<file path="config.mk">
export PLATFORM = sky130hd
export DESIGN_NAME = axis_split_sync
export DESIGN_NICKNAME = d
export VERILOG_FILES = /design/src/rtl/axis_split_sync.sv
export SDC_FILE = /design/constraint.sdc
export NUM_CORES = 1
export LEC_CHECK = 0
export ABC_AREA = 1
export CAP_MARGIN = 20
export CORE_MARGIN = 4
export CORE_UTILIZATION = 45
export CTS_BUF_LIST = sky130_fd_sc_hd__clkbuf_16
export CTS_CLUSTER_DIAMETER = 80
export DETAILED_ROUTE_END_ITERATION = 12
export GPL_ROUTABILITY_DRIVEN = 0
export GPL_TIMING_DRIVEN = 0
export PLACE_DENSITY = 0.8
export SYNTH_ARGS = -nofsm -noshare
export SYNTH_HDL_FRONTEND = slang
export SYNTH_SLANG_ARGS = --single-unit
</file>
<file path="constraint.sdc">
create_clock -name aclk -period 1.7 [get_ports aclk]
set_input_delay 0.17 -clock aclk [delete_from_list [all_inputs] [get_ports aclk]]
set_output_delay 0.17 -clock aclk [all_outputs]
set_load 0.01 [all_outputs]
</file>
<file path="src/rtl/axis_split_sync.sv">
// Splits one {channel1, channel0} AXI4-Stream word into two registered, independently drained outputs.
// Optional drop mode (never backpressures, counts overwrites) is enabled by `AXIS_SPLIT_SYNC_DROP_EN.
module axis_split_sync #(
   parameter int AXIS0_WIDTH = 16,
   parameter int AXIS1_WIDTH = 16,
   parameter int CNT_WIDTH   = 32
) (
   input  logic                              aclk,
   input  logic                              aresetn,
   input  logic [AXIS0_WIDTH+AXIS1_WIDTH-1:0] s_axis_tdata,
   input  logic                              s_axis_tvalid,
   output logic                              s_axis_tready,
   output logic [AXIS0_WIDTH-1:0]            m00_axis_tdata,
   output logic                              m00_axis_tvalid,
   input  logic                              m00_axis_tready,
   output logic [AXIS1_WIDTH-1:0]            m01_axis_tdata,
   output logic                              m01_axis_tvalid,
   input  logic                              m01_axis_tready,
   output logic [CNT_WIDTH-1:0]              sts_count,
   output logic [15:0]                       sts_overflow
);

   logic                   valid0_reg, valid1_reg;
   logic [AXIS0_WIDTH-1:0] data0_reg;
   logic [AXIS1_WIDTH-1:0] data1_reg;
   logic [CNT_WIDTH-1:0]   count_reg;
   logic                   free0, free1, accept;

   assign free0 = !valid0_reg || m00_axis_tready;
   assign free1 = !valid1_reg || m01_axis_tready;

`ifdef AXIS_SPLIT_SYNC_DROP_EN
   logic [15:0] overflow_reg;
   logic        overwrite;

   // Input is never backpressured; a held slot is simply replaced.
   assign s_axis_tready = aresetn;
   assign overwrite     = accept && (!free0 || !free1);

   always_ff @(posedge aclk or negedge aresetn) begin
      if (!aresetn) begin
         overflow_reg <= '0;
      end else if (overwrite && (overflow_reg != 16'hFFFF)) begin
         overflow_reg <= overflow_reg + 16'd1;
      end
   end

   assign sts_overflow = overflow_reg;
`else
   assign s_axis_tready = free0 && free1;
   assign sts_overflow  = 16'd0;
`endif

   assign accept = s_axis_tvalid && s_axis_tready;

   always_ff @(posedge aclk or negedge aresetn) begin
      if (!aresetn) begin
         valid0_reg <= 1'b0;
         data0_reg  <= '0;
      end else if (accept) begin
         valid0_reg <= 1'b1;
         data0_reg  <= s_axis_tdata[AXIS0_WIDTH-1:0];
      end else if (m00_axis_tready) begin
         valid0_reg <= 1'b0;
      end
   end

   always_ff @(posedge aclk or negedge aresetn) begin
      if (!aresetn) begin
         valid1_reg <= 1'b0;
         data1_reg  <= '0;
      end else if (accept) begin
         valid1_reg <= 1'b1;
         data1_reg  <= s_axis_tdata[AXIS0_WIDTH+AXIS1_WIDTH-1:AXIS0_WIDTH];
      end else if (m01_axis_tready) begin
         valid1_reg <= 1'b0;
      end
   end

   always_ff @(posedge aclk or negedge aresetn) begin
      if (!aresetn) begin
         count_reg <= '0;
      end else if (accept) begin
         count_reg <= count_reg + 1'b1;
      end
   end

   assign m00_axis_tdata  = data0_reg;
   assign m00_axis_tvalid = valid0_reg;
   assign m01_axis_tdata  = data1_reg;
   assign m01_axis_tvalid = valid1_reg;
   assign sts_count       = count_reg;

endmodule

</file>
==> impl_metrics.py <==
metrics = {
    "timing": {
        "period_needed_ns": 1.60,
        "rsz0062_at_grt": "false",
        "skew_ns": 0.00727,
        "finalHoldViolCount": 0,
        "clock.fmax_ghz": 0.626,
        "drv_slew": 0,
        "fin_setup_tns_ns": 0,
        "finalSetupViolations": 0,
        "slew-limit-headroom_pct": 44.0,
        "setup_ws_ns": 0.103,
        "worst_pin_slew_ns": 0.839,
        "finalCritPeriodShare_pct": 94.0,
    },
    "synth": {
        "yosysTopAreaCell": "dfrtp_1",
        "synth-seq-cells": 66,
        "synth_edf_count": 0,
        "async_flop_share_pct": 100,
        "ys_warn_count": 0,
        "synth_top_family_by_area": "simple AND/OR/NAND/NOR gates",
        "synth_mux_area_share_pct": 0,
        "syn_area_um2": 3360,
        "synthFlopType": "dfrtp_1",
        "synth-seq-area-share_pct": 49.1,
        "synth_compound_area_share_pct": 0.670,
        "syn_area_per_cell_um2": 8.44,
        "synthTopCellsByArea": "dfrtp_1 49%, nand2_1 18%, buf_4 3.8%",
        "yosys.area_share.adder_pct": 0.372,
        "synth_cell_type_count": 28,
        "synthCells": 398,
        "synth_most_common_cell": "nand2_1",
        "netlist.area_leader.share_pct": 49.1,
        "synth-xor-area-share_pct": 5.21,
        "synth_simple_gate_area_share_pct": 35.8,
        "ys_top_cells_by_count": "165 x nand2_1, 66 x dfrtp_1, 28 x inv_1, 17 x buf_4, 17 x nor2_1",
    },
    "floorplan": {
        "core_um2": 7250,
        "dieHeight_um": 94.4,
        "initial_core_util_pct": 46.3,
        "die_area_um2": 8920,
        "dieWidth_um": 94.4,
        "std_cell_rows": 31,
        "io_pins": 120,
    },
    "cells_and_area": {
        "final_cells": 635,
        "syn_to_final_growth_pct": 46.3,
        "multi_input_area_um2": 1480,
        "nNetsFinal": 569,
        "antenna-diode-count": 0,
        "n_fill_cell": 586,
        "finish.utilization_pct": 67.8,
        "ff_latch_area_um2": 1650,
        "postLayoutCellArea_um2": 4920,
        "drive_above_1_share_pct": 15.9,
    },
    "route": {
        "via_count": 3012,
        "vias_per_cell": 4.74,
        "ant_nets": 0,
        "drtIter0Drc": 153,
        "wire_per_inst_um": 13.6,
        "drt_first_pass_iters": 4,
        "drc": 0,
        "routed_wirelength_mm": 8.63,
    },
    "placed_design": {
        "dp_hpwl_mm": 6.24,
        "dpl_worst_slack_ns": -0.0267,
        "dp.cells": 615,
        "io_buffers": 103,
        "placed_cell_area_um2": 4570,
    },
    "grt": {
        "met2_usage_pct": 33.4,
        "grt_pass1_vias": 3006,
        "gr-usage-met1_pct": 24.2,
        "antenna_found_initial": 0,
        "grt_first_pass_wirelength_mm": 14.1,
        "top_usage_layer": "met2",
        "grt_overflow": 0,
        "track_usage_pct": 20.2,
        "met3_usage_pct": 8.53,
        "grt_max_degree": 67,
    },
    "cts": {
        "clk_latency_ns": 0.32,
        "cts_root_buf": "clkbuf_16",
        "htreeDepth": 3,
        "clock_path_buffers": 2,
        "tritoncts": "built",
        "tritoncts.num_buffers": 9,
        "clk_pin_slew_ns": 0.06,
        "numClockSinks": 66,
    },
    "power_and_ir_drop": {
        "switching_share_pct": 27.9,
        "p_clk_share_pct": 36.7,
        "combinationalPowerShare_pct": 25.0,
        "intPower_mw": 3.79,
        "seqPwrFrac_pct": 38.3,
        "p_per_area_nw_per_um2": 1070,
        "p_switching_mw": 1.46,
        "ir_drop_mv": 0.710,
        "p_leak_nw": 2.38,
    },
    "status": {
        "status": "completed",
    },
    "worst_setup_path": {
        "crit_arrival_ns": 1.43,
        "cp_max_fo": 3,
        "crit_path_start_kind": "flip-flop",
        "crit_path_end_kind": "output port",
        "reg2reg_slack_ns": 0.15,
        "cp.required_ns": 1.53,
        "critPathKind": "reg -> out",
    },
    "job": {
        "cap_violations": 0,
    },
    "worst_hold_path": {
        "hold_path.class": "in -> reg",
    },
}
==> cell usage in the layout, fill, tap and decap left out <==
cell type | netlist | layout
nand2_1 | 165 | 165
clkdlybuf4s50_1 | 0 | 102
dfrtp_1 | 66 | 66
inv_1 | 28 | 29
buf_4 | 17 | 21
nor2_1 | 17 | 17
conb_1 | 1 | 16
nand3_1 | 14 | 13
nand4_1 | 13 | 13
xnor2_1 | 12 | 12
nand2_2 | 11 | 11
nor2_2 | 11 | 11
clkbuf_16 | 0 | 9
xor2_1 | 8 | 8
nor2_4 | 6 | 6
buf_2 | 5 | 5
nand3_2 | 2 | 3
nor3_2 | 3 | 3
buf_6 | 2 | 2
inv_2 | 2 | 2
o21bai_2 | 2 | 2
nand2_4 | 2 | 2
nor3_4 | 2 | 2
nor3_1 | 2 | 2
nand3b_1 | 2 | 2
clkinv_2 | 0 | 2
bufinv_16 | 0 | 2
clkbuf_1 | 1 | 1
and2_1 | 1 | 1
nor3b_1 | 1 | 1
nor2_8 | 1 | 1
ha_1 | 1 | 1
clkinv_1 | 0 | 1
clkinvlp_4 | 0 | 1
dlygate4sd3_1 | 0 | 1
==> stage by stage <==
| stage | total power [mW] | hold WS, ns |
|---|---|---|
| after floorplan | 2.54 | -0.126 |
| after global placement | 3.25 | 0.461 |
| after detailed placement | 3.28 | 0.337 |
| after CTS | 5.23 | 0.376 |
| after global routing | 5.52 | 0.387 |
| final | 5.25 | 0.380 |
==> power groups by stage <==
stage | Clock [mW] | Combinational, mW | Sequential [mW]
2_1_floorplan | 0 | 0.418 | 2.12
3_3_place_gp | 0 | 1.23 | 2.01
3_5_place_dp | 0 | 1.25 | 2.03
4_1_cts | 1.95 | 1.26 | 2.01
5_1_grt | 2.03 | 1.44 | 2.04
6_report | 1.93 | 1.31 | 2.01
==> cell type report <==
class                   count  share of cell area [%]
multi-input cells         292                    30.1
clock buffers               9                    4.58
flip-flops and latches     66                    33.6
plain buffers              25                    3.64
inverters                  30                    2.29
well taps                  99                    2.52
clock inverters             7                    1.73
repair buffers            107                    21.6
==> path summary, 6_finish.rpt <==
check                      cells after the start                       endpoint                     startpoint
max                                            4                  s_axis_tready    m00_axis_tvalid$_DFFE_PN0P_
min                                            3  m00_axis_tdata[2]$_DFFE_PN0P_                s_axis_tdata[2]
max reg2reg                                    8      sts_count[24]$_DFFE_PN0P_       sts_count[0]$_DFFE_PN0P_
min reg2reg                                    2  m01_axis_tdata[5]$_DFFE_PN0P_  m01_axis_tdata[5]$_DFFE_PN0P_
max in group asynchronous                      2  m00_axis_tdata[7]$_DFFE_PN0P_                        aresetn
min in group asynchronous                      2      sts_count[10]$_DFFE_PN0P_                        aresetn
==> what timing repair did <==
| action | 4_1_cts | 5_1_grt |
|---|---|---|
| setup endpoints to repair | 0 | 6 |
| resized for setup | 0 | 1 |
| buffers inserted | 0 | 3 |
| hold endpoints to repair | 46 | 0 |
| hold buffers | 1 | 0 |
==> logic make-up (layout without fill, tap and decap cells) <==
family,Yosys count,in the layout
buffers and inverters,55,178
AO/OA/AOI/OAI,2,2
other,1,16
adder cells (fa/ha/maj),1,1
AND/OR/NAND/NOR,253,253
XOR/XNOR,20,20
flip-flops,66,66
==> layer usage <==
layer | part of all wire [%] | vias to the layer above
met5 | 0 | -
met4 | 1.3 | 0
met3 | 11 | 13
met2 | 47 | 134
met1 | 40 | 1405
li1 | - | 1460
==> critical path, stage by stage (launching register included) <==
cell and delay, ns:
dfrtp_1 0.37, nand2_1 0.10, nand2_1 0.06, inv_1 0.05, clkdlybuf4s50_1 0.52
==> sequential cells by signal, indices dropped and copies added, names as in the netlist <==
signal	cells
m00_axis_tvalid	1
sts_count	32
m01_axis_tvalid	1
m01_axis_tdata	16
m00_axis_tdata	16
Power figures use the tool's default switching activity.
